**src/rtl/ets_sweep_if.sv**
```systemverilog
// Sweep controller bus: probe delay-line drive, accumulator start/done handshake
// and result stream. m_tuser exists only when ETS_SWEEP_TAG_EN is defined.
interface ets_sweep_if #(
  parameter int TAP_W  = 9,
  parameter int DATA_W = 32
);
  logic [TAP_W-1:0]  tap;
  logic              tap_load;
  logic              acc_start;
  logic              acc_done;
  logic [DATA_W-1:0] acc_data;
  logic              m_tvalid;
  logic              m_tready;
  logic [DATA_W-1:0] m_tdata;
  logic              m_tlast;
`ifdef ETS_SWEEP_TAG_EN
  logic [TAP_W-1:0]  m_tuser;

  modport master (
    output tap, tap_load, acc_start, m_tvalid, m_tdata, m_tlast, m_tuser,
    input  acc_done, acc_data, m_tready
  );
  modport slave (
    input  tap, tap_load, acc_start, m_tvalid, m_tdata, m_tlast, m_tuser,
    output acc_done, acc_data, m_tready
  );
`else
  modport master (
    output tap, tap_load, acc_start, m_tvalid, m_tdata, m_tlast,
    input  acc_done, acc_data, m_tready
  );
  modport slave (
    input  tap, tap_load, acc_start, m_tvalid, m_tdata, m_tlast,
    output acc_done, acc_data, m_tready
  );
`endif
endinterface

```
**src/rtl/ets_sweep_ctrl.sv**
```systemverilog
// ETS sweep controller: per tap, load the delay line, settle, run one accumulator
// start/done handshake and stream the count. Define ETS_SWEEP_TAG_EN to add m_tuser.
module ets_sweep_ctrl #(
  parameter int TAP_W  = 9,
  parameter int DATA_W = 32
) (
  input  logic             clk,
  input  logic             rst_n,
  input  logic             cfg_start,
  input  logic             cfg_abort,
  input  logic [TAP_W-1:0] cfg_num_taps,
  input  logic [7:0]       cfg_settle,
  output logic             busy,
  output logic             sweep_done,
  ets_sweep_if.master      bus
);

  typedef enum logic [2:0] {
    S_IDLE, S_SET_TAP, S_SETTLE, S_RUN, S_DRAIN, S_EMIT, S_ABORT
  } state_e;

  state_e            state_q, state_d;
  logic [TAP_W-1:0]  idx_q, idx_d;
  logic [TAP_W-1:0]  num_q, num_d;
  logic [7:0]        settle_q, settle_d;
  logic [7:0]        cnt_q, cnt_d;

  logic [TAP_W-1:0]  tap_q, tap_d;
  logic              tap_load_q, tap_load_d;
  logic              acc_start_q, acc_start_d;
  logic              m_tvalid_q, m_tvalid_d;
  logic [DATA_W-1:0] m_tdata_q, m_tdata_d;
  logic              m_tlast_q, m_tlast_d;
  logic              busy_q, busy_d;
  logic              sweep_done_q, sweep_done_d;
`ifdef ETS_SWEEP_TAG_EN
  logic [TAP_W-1:0]  m_tuser_q, m_tuser_d;
`endif

  logic hs;
  logic last_idx;

  assign hs       = m_tvalid_q & bus.m_tready;
  assign last_idx = (idx_q == num_q - TAP_W'(1));

  // State register plus every registered output and latched config copy
  always_ff @(posedge clk) begin
    if (!rst_n) begin
      state_q      <= S_IDLE;
      idx_q        <= '0;
      num_q        <= '0;
      settle_q     <= '0;
      cnt_q        <= '0;
      tap_q        <= '0;
      tap_load_q   <= 1'b0;
      acc_start_q  <= 1'b0;
      m_tvalid_q   <= 1'b0;
      m_tdata_q    <= '0;
      m_tlast_q    <= 1'b0;
      busy_q       <= 1'b0;
      sweep_done_q <= 1'b0;
`ifdef ETS_SWEEP_TAG_EN
      m_tuser_q    <= '0;
`endif
    end else begin
      state_q      <= state_d;
      idx_q        <= idx_d;
      num_q        <= num_d;
      settle_q     <= settle_d;
      cnt_q        <= cnt_d;
      tap_q        <= tap_d;
      tap_load_q   <= tap_load_d;
      acc_start_q  <= acc_start_d;
      m_tvalid_q   <= m_tvalid_d;
      m_tdata_q    <= m_tdata_d;
      m_tlast_q    <= m_tlast_d;
      busy_q       <= busy_d;
      sweep_done_q <= sweep_done_d;
`ifdef ETS_SWEEP_TAG_EN
      m_tuser_q    <= m_tuser_d;
`endif
    end
  end

  // Next state; abort is checked before acc_done so a simultaneous done is dropped
  always_comb begin
    state_d  = state_q;
    idx_d    = idx_q;
    num_d    = num_q;
    settle_d = settle_q;
    cnt_d    = cnt_q;
    case (state_q)
      S_IDLE: begin
        if (cfg_start) begin
          num_d    = cfg_num_taps;
          settle_d = cfg_settle;
          idx_d    = '0;
          if (cfg_num_taps != '0) begin
            state_d = S_SET_TAP;
          end
        end
      end
      S_SET_TAP: begin
        if (cfg_abort) begin
          state_d = S_ABORT;
        end else begin
          cnt_d   = settle_q;
          state_d = S_SETTLE;
        end
      end
      S_SETTLE: begin
        if (cfg_abort) begin
          state_d = S_ABORT;
        end else if (cnt_q == '0) begin
          state_d = S_RUN;
        end else begin
          cnt_d = cnt_q - 8'd1;
        end
      end
      S_RUN: begin
        if (cfg_abort) begin
          state_d = S_ABORT;
        end else if (bus.acc_done) begin
          state_d = S_DRAIN;
        end
      end
      S_DRAIN: begin
        if (cfg_abort) begin
          state_d = S_ABORT;
        end else if (!bus.acc_done) begin
          state_d = S_EMIT;
        end
      end
      S_EMIT: begin
        if (hs) begin
          if (last_idx) begin
            state_d = S_IDLE;
          end else begin
            idx_d   = idx_q + TAP_W'(1);
            state_d = S_SET_TAP;
          end
        end
      end
      S_ABORT: begin
        if (!bus.acc_done) begin
          state_d = S_IDLE;
        end
      end
      default: state_d = S_IDLE;
    endcase
  end

  // Outputs are decoded from the upcoming state so they are registered alongside it
  always_comb begin
    tap_d        = tap_q;
    tap_load_d   = 1'b0;
    acc_start_d  = (state_d == S_RUN);
    m_tvalid_d   = (state_d == S_EMIT);
    m_tdata_d    = m_tdata_q;
    m_tlast_d    = (state_d == S_EMIT) ? last_idx : 1'b0;
    busy_d       = (state_d != S_IDLE);
    sweep_done_d = 1'b0;
`ifdef ETS_SWEEP_TAG_EN
    m_tuser_d    = (state_d == S_EMIT) ? idx_q : m_tuser_q;
`endif
    if (state_d == S_SET_TAP) begin
      tap_d      = idx_d;
      tap_load_d = 1'b1;
    end
    if (state_q == S_RUN && state_d == S_DRAIN) begin
      m_tdata_d = bus.acc_data;
    end
    if (state_q == S_IDLE && cfg_start && cfg_num_taps == '0) begin
      sweep_done_d = 1'b1;
    end
    if (state_q == S_EMIT && hs && last_idx) begin
      sweep_done_d = 1'b1;
    end
  end

  assign bus.tap       = tap_q;
  assign bus.tap_load  = tap_load_q;
  assign bus.acc_start = acc_start_q;
  assign bus.m_tvalid  = m_tvalid_q;
  assign bus.m_tdata   = m_tdata_q;
  assign bus.m_tlast   = m_tlast_q;
`ifdef ETS_SWEEP_TAG_EN
  assign bus.m_tuser   = m_tuser_q;
`endif
  assign busy          = busy_q;
  assign sweep_done    = sweep_done_q;

  // A presented beat never changes or disappears until it is accepted
  a_beat_hold: assert property (@(posedge clk) disable iff (!rst_n)
    (m_tvalid_q && !bus.m_tready) |=>
      (m_tvalid_q && $stable(m_tdata_q) && $stable(m_tlast_q)));

  a_tap_load_pulse: assert property (@(posedge clk) disable iff (!rst_n)
    tap_load_q |=> !tap_load_q);

  a_start_vs_beat: assert property (@(posedge clk) disable iff (!rst_n)
    !(acc_start_q && m_tvalid_q));

  a_idx_in_range: assert property (@(posedge clk) disable iff (!rst_n)
    (state_q != S_IDLE) |-> (idx_q < num_q));

endmodule
```
**src/flat_wrapper.sv**
```systemverilog
// flat-port wrapper written by rule: the top's interface ports become plain ports
module ets_sweep_ctrl_flat 
#(
  parameter int TAP_W  = 9,
  parameter int DATA_W = 32
)
  (clk, rst_n, cfg_start, cfg_abort, cfg_num_taps, cfg_settle, busy, sweep_done, bus_tap, bus_tap_load, bus_acc_start, bus_m_tvalid, bus_m_tdata, bus_m_tlast, bus_acc_done, bus_acc_data, bus_m_tready);
  ets_sweep_if #(.TAP_W(TAP_W), .DATA_W(DATA_W)) bus_i ();
  input  logic clk;
  input  logic rst_n;
  input  logic cfg_start;
  input  logic cfg_abort;
  input  logic [TAP_W-1:0] cfg_num_taps;
  input  logic [7:0] cfg_settle;
  output logic busy;
  output logic sweep_done;
  output wire logic [$bits(bus_i.tap)-1:0] bus_tap;
  output wire logic [$bits(bus_i.tap_load)-1:0] bus_tap_load;
  output wire logic [$bits(bus_i.acc_start)-1:0] bus_acc_start;
  output wire logic [$bits(bus_i.m_tvalid)-1:0] bus_m_tvalid;
  output wire logic [$bits(bus_i.m_tdata)-1:0] bus_m_tdata;
  output wire logic [$bits(bus_i.m_tlast)-1:0] bus_m_tlast;
  input wire logic [$bits(bus_i.acc_done)-1:0] bus_acc_done;
  input wire logic [$bits(bus_i.acc_data)-1:0] bus_acc_data;
  input wire logic [$bits(bus_i.m_tready)-1:0] bus_m_tready;
  assign bus_tap = bus_i.tap;
  assign bus_tap_load = bus_i.tap_load;
  assign bus_acc_start = bus_i.acc_start;
  assign bus_m_tvalid = bus_i.m_tvalid;
  assign bus_m_tdata = bus_i.m_tdata;
  assign bus_m_tlast = bus_i.m_tlast;
  assign bus_i.acc_done = bus_acc_done;
  assign bus_i.acc_data = bus_acc_data;
  assign bus_i.m_tready = bus_m_tready;
  ets_sweep_ctrl #(.TAP_W(TAP_W), .DATA_W(DATA_W)) u_core (.clk(clk), .rst_n(rst_n), .cfg_start(cfg_start), .cfg_abort(cfg_abort), .cfg_num_taps(cfg_num_taps), .cfg_settle(cfg_settle), .busy(busy), .sweep_done(sweep_done), .bus(bus_i));
endmodule
```
**config.mk**
```make
export PLATFORM = sky130hd
export DESIGN_NAME = ets_sweep_ctrl_flat
export DESIGN_NICKNAME = d
export VERILOG_FILES = /design/src/rtl/ets_sweep_if.sv /design/src/rtl/ets_sweep_ctrl.sv /design/src/flat_wrapper.sv
export SDC_FILE = /design/constraint.sdc
export NUM_CORES = 1
export LEC_CHECK = 0
export BUFFER_PORTS_ARGS = -buffer_cell sky130_fd_sc_hd__buf_2
export CORE_ASPECT_RATIO = 1.75
export CORE_UTILIZATION = 46
export CTS_CLUSTER_DIAMETER = 30
export DETAILED_ROUTE_END_ITERATION = 10
export PLACE_DENSITY = 0.82
export SLEW_MARGIN = 15
export SYNTH_ARGS = -nofsm -noshare
export SYNTH_HDL_FRONTEND = slang
export SYNTH_SLANG_ARGS = --single-unit
```
**constraint.sdc**
```tcl
create_clock -name clk -period 2.6 [get_ports clk]
set_clock_uncertainty 0.1 [all_clocks]
set_input_delay 0.26 -clock clk [delete_from_list [all_inputs] [get_ports clk]]
set_output_delay 0.26 -clock clk [all_outputs]
set_load 0.1 [all_outputs]
```
# ---- Yosys cells after proc, flatten, opt, wreduce, memory -nomap -nowiden
# Index checks and enable logic that the tools add are counted.
dict set report totals {
  register_bits 84
  output_inout_bits 47
}
dict set report classes {
  n_addsub 3
  eq_ne 14
  n_reduce_logical 14
  bitwise_logic 1
  muxes 24
}
# cell n
set op_table {}
lappend op_table {{3-bit two-way mux} 11}
lappend op_table {{9-bit two-way mux} 3}
lappend op_table {{8-bit two-way mux} 3}
lappend op_table {{3-bit one-hot mux with 7 select lines} 1}
lappend op_table {{9-bit one-hot mux with 2 select lines} 1}
lappend op_table {{8-bit one-hot mux with 2 select lines} 1}
lappend op_table {{3-bit equality test (second input constant)} 5}
lappend op_table {{9-bit by 1-bit adder with 9-bit output (second input constant)} 1}
lappend op_table {{3-bit by 2-bit equality test with 1-bit output (second input constant)} 3}
lappend op_table {{9-bit equality test} 1}
lappend op_table {{9-bit zero test} 1}
lappend op_table {{9-bit nonzero test} 1}
lappend op_table {{9-bit by 1-bit subtractor with 9-bit output (second input constant)} 1}
lappend op_table {{8-bit zero test} 1}
lappend op_table {{8-bit by 1-bit subtractor with 8-bit output (second input constant)} 1}
lappend op_table {{3-bit by 1-bit equality test with 1-bit output (second input constant)} 2}
lappend op_table {{2-bit != test (second input constant)} 3}
lappend op_table {{1-bit logical AND} 5}
lappend op_table {{1-bit two-way mux} 4}
lappend op_table {{2-bit AND reduction} 2}
lappend op_table {{4-bit AND reduction} 1}
lappend op_table {{3-bit zero test} 1}
lappend op_table {{3-bit nonzero test} 1}
lappend op_table {{2-bit nonzero test} 1}
lappend op_table {{1-bit bitwise AND} 1}

# ---- Longest topological paths before layout
dict set report depth {
  ltp_word 7
  depth_mapped 10
  mapped_depth_nobuf 9
}

# ---- Worst setup path after synthesis
# OpenSTA, ideal clock, no wires.
dict set report synth_path {
  kind {register to register}
  from {register u_core.m_tvalid_q, in the netlist u_core.bus.m_tvalid}
  to {register u_core.tap_q[2], in the netlist u_core.bus.tap[2]}
  path_buffers 0
  setup_time_ns 0.122
  path_slack_ns -0.095
  t_arrival_ns 2.474
  period_less_slack_ns 2.695
  stages_incl_launch_ff 8
  path_cell_list {dfxtp_1 -> nand2_1 -> a21oi_1 -> o32ai_1 -> or3_1 -> o31ai_2 -> or2b_1 -> o311a_1}
}
dict set report synth_via {
  elab_chain_len 4
  word_cells_on_any_way 6
  classes_between {eq/ne (1); mux (4); bitwise (1)}
}
# item line_no
set synth_lines {}
lappend synth_lines {{start, declared} ets_sweep_ctrl.sv:31} ;# logic m_tvalid_q, m_tvalid_d;
lappend synth_lines {{start signal, assigned} ets_sweep_ctrl.sv:74} ;# m_tvalid_q <= m_tvalid_d;
lappend synth_lines {{1-bit bitwise AND *} ets_sweep_ctrl.sv:43} ;# assign hs = m_tvalid_q & bus.m_tready;
lappend synth_lines {{3-bit two-way mux} ets_sweep_ctrl.sv:135} ;# if (hs) begin
lappend synth_lines {{3-bit one-hot mux with 7 select lines} ets_sweep_ctrl.sv:92} ;# case (state_q)
lappend synth_lines {{3-bit by 1-bit equality test with 1-bit output} ets_sweep_ctrl.sv:166} ;# if (state_d == S_SET_TAP) begin
lappend synth_lines {{end signal, assigned} ets_sweep_ctrl.sv:71} ;# tap_q <= tap_d;
lappend synth_lines {{end, declared} ets_sweep_ctrl.sv:28} ;# logic [TAP_W-1:0] tap_q, tap_d;
# Every way passes the cells marked *; elsewhere a longest branch is shown, timed or not.
# A chain may end at the register's enable or synchronous reset.

# ---- Worst setup path in the final report
dict set report layout_path {
  from {register u_core.num_q[1]}
  to {register u_core.tap_q[8], in the netlist u_core.bus.tap[8]}
}
dict set report layout_via {
  elab_chain_len 6
  word_cells_on_any_way 9
  classes_between {add/sub (1); eq/ne (2); mux (6)}
}
# item line_no
set layout_lines {}
lappend layout_lines {{start, declared} ets_sweep_ctrl.sv:24} ;# logic [TAP_W-1:0] num_q, num_d;
lappend layout_lines {{start signal, assigned} ets_sweep_ctrl.sv:68} ;# num_q <= num_d;
lappend layout_lines {{9-bit by 1-bit subtractor with 9-bit output *} ets_sweep_ctrl.sv:44} ;# assign last_idx = (idx_q == num_q - TAP_W'(1));
lappend layout_lines {{9-bit equality test *} ets_sweep_ctrl.sv:44}
lappend layout_lines {{1-bit two-way mux} ets_sweep_ctrl.sv:136} ;# if (last_idx) begin
lappend layout_lines {{3-bit two-way mux} ets_sweep_ctrl.sv:135}
lappend layout_lines {{3-bit one-hot mux with 7 select lines} ets_sweep_ctrl.sv:92}
lappend layout_lines {{3-bit by 1-bit equality test with 1-bit output} ets_sweep_ctrl.sv:166}
# Marks and branches as above.

==> reports/qor.csv <==
metric,value,unit
synth_nets,527,
r2r_slack,-60,ps
ys_seq_area_share,45.1,%
timing.final.crit_share,102,%
clk_path_buf_depth,2,
powerDensity,857,nW/um^2
drt-initial-drc-count,280,
relSlewSlack,60.8,%
tns,-390,ps
portBuffers,101,
fp.dieW,70.1,um
required,2730,ps
final_area,5060,um^2
grt_pass1_wl,16200,um
max_cap_viol_count,0,
placedInstanceArea,4470,um^2
synth_edf_count,0,
synth_area,3730,um^2
pin_count,102,
netlist_instances,469,
setup_viol,10,
critPathCaptureType,flip-flop,
drive_above_1_share,32.6,%
synth_commonest_cells,"nand2_1, dfxtp_1, a21oi_1, nor2_1, clkbuf_1",
hold_buffers,0,
ys_async_sr_fraction,0,%
maxSlewViolCount,0,
ys_warn_count,0,
fillers,642,
post_drt_wl_per_cell,14.6,um
finalWirelength,10000,um
gp_congestion,0.883,
grt_pass1_vias,3679,
die-area,8480,um^2
cts_buffers,9,
regArea,1690,um^2
dr.pass1.iters,4,
worstPathMaxFanout,4,
yosys.area.top_type_share,45.1,%
clkTransAtPathRegs,60,ps
grt_setup_unrepaired,true,
grt_max_degree,35,
fin_crit,2660,ps
cts_sinks,84,
status,"finished, violations left",
max_freq,0.375,GHz
areaGrowthSynthToFinish,35.8,%
diodes,0,
syn_avg_cell_area,7.95,um^2
gr-total-overflow,0,
h-tree-depth,3,
ir_drop,0.551,mV
initial_core_util,47.1,%
crit_type,flip-flop to flip-flop,
final_hold_viol_count,0,
tritoncts,yes,
worst_pin_slew,587,ps
grt_use_total,23.9,%
synth_ff_type,dfxtp_1,
reg2regPathDepth,9,
synth_most_common_cell,nand2_1,
antenna_found_initial,0,
startpoint_type,flip-flop,
finalWorstSetupSlack,-64.8,ps
leakage,2.17,nW
vias_per_cell,5.52,
multiInputGateArea,2080,um^2
yosysTopAreaCell,dfxtp_1,
clk-insertion-delay-late,340,ps
crit_arrival,2790,ps
antenna_left,0,
hold_path_depth,3,
cts_root_buffer,clkbuf_16,
synth_seq_cells,84,
synth_cell_types,57,
violations,negative setup slack,
core_area,7910,um^2
hpwl,6810,um
via_count,3795,
final_nets,651,
row_count,43,
synthTopCellsByArea,"dfxtp_1, nand2_1, a21oi_1",
drc,0,
hold_path.class,input pin to flip-flop,
die_h,121,um
==> path summary, 6_finish.rpt <==
check,from,end
max reg2reg,u_core.num_q[1]$_SDFFE_PN0P_,u_core.bus.tap[8]$_SDFFE_PN0N_
max,u_core.num_q[1]$_SDFFE_PN0P_,u_core.bus.tap[8]$_SDFFE_PN0N_
min reg2reg,u_core.bus.m_tdata[20]$_SDFFE_PN0P_,u_core.bus.m_tdata[20]$_SDFFE_PN0P_
min,bus_acc_data[28],u_core.bus.m_tdata[28]$_SDFFE_PN0P_
==> per-layer routing <==
metal  track usage [%]  wire length, um  up-vias
li1                  -                -     1866
met1              24.7             3880     1764
met2              42.4             5220      131
met3              4.98              490       34
met4              16.1              435        0
met5                 0                0        -
==> cells by family after synthesis <==
| family | share of synthesized area (%) |
|---|---|
| flops | 45.1 |
| mux | 0.302 |
| buf+inv | 4.23 |
| xor+xnor | 2.82 |
| simple gates | 26.2 |
| fa+ha+maj | 1.01 |
| compound gates | 20.3 |
==> worst max-delay path: stages (launching register included) <==
cell       delay (ps)
dfxtp_2           340
or4_4             560
buf_6             150
xor2_2            130
a32o_2            260
a21oi_4           190
buf_4             150
o2111ai_2         150
and3_4            200
o311a_1           320
==> through the flow <==
stage	total power [mW]	cells	utilization, %	hold WS, ps	setup WS [ps]
2_1_floorplan	2.49	469	-	291	26.7
3_3_place_gp	2.77	664	56.5	339	-100
3_5_place_dp	2.80	664	56.5	344	-238
4_1_cts	4.31	687	62.7	51.4	-9.94
5_1_grt	4.52	688	64.0	53.3	-111
6_report	4.34	688	64.0	59.7	-64.8
==> power by group <==
part,leakage (nW),switching [mW],internal (mW),total (mW)
logic,1.33,0.969,0.517,1.49
clock network,0.159,0.498,0.862,1.36
registers,0.683,0.0903,1.40,1.49
total,2.17,1.56,2.78,4.34
==> flip-flops by register name, summed over array words and instances, names as in the netlist <==
| register | cells |
|---|---|
| u_core.bus.acc_start | 1 |
| u_core.bus.m_tdata | 32 |
| u_core.bus.m_tlast | 1 |
| u_core.bus.m_tvalid | 1 |
| u_core.bus.tap | 9 |
| u_core.bus.tap_load | 1 |
| u_core.busy | 1 |
| u_core.cnt_q | 8 |
| u_core.idx_q | 9 |
| u_core.num_q | 9 |
| u_core.settle_q | 8 |
| u_core.state_q | 3 |
| u_core.sweep_done | 1 |
==> repair_timing <==
action / 4_1_cts / 5_1_grt
resized for setup: 30 / 18
setup buffers: 6 / 2
pin swaps: 11 / 13
endpoints found under the setup margin: 16 / 18
gates cloned: 1 / 0
==> final cells by class <==
type                       instances  share of cell area [%]
clock inverter                     5                    1.48
clock buffer                      11                    4.79
sequential                        84                    33.3
tap                               90                    2.22
multi-input combinational        348                    41.1
timing repair buffer             141                    16.5
inverter                           9                   0.667
==> placed cells by master (no fill, tap or decap), types with 3 or more instances in the layout <==
master and instances:
o21a_1 9, o311a_1 6, xor2_1 4, nor2_1 27
nand3_1 8, inv_2 3, or2b_1 6, nor3_2 3
nand2b_1 6, clkinv_2 3, a21oi_1 60, xnor2_1 6
buf_4 31, dfxtp_2 4, or3_1 5, o21ai_0 11
buf_2 102, buf_6 8, clkbuf_16 9, nor3_1 10
a22oi_1 6, inv_1 6, dfxtp_1 80, nor2b_1 3
nor4_4 3, nand2_1 121
(Power assumes the default switching activity.)
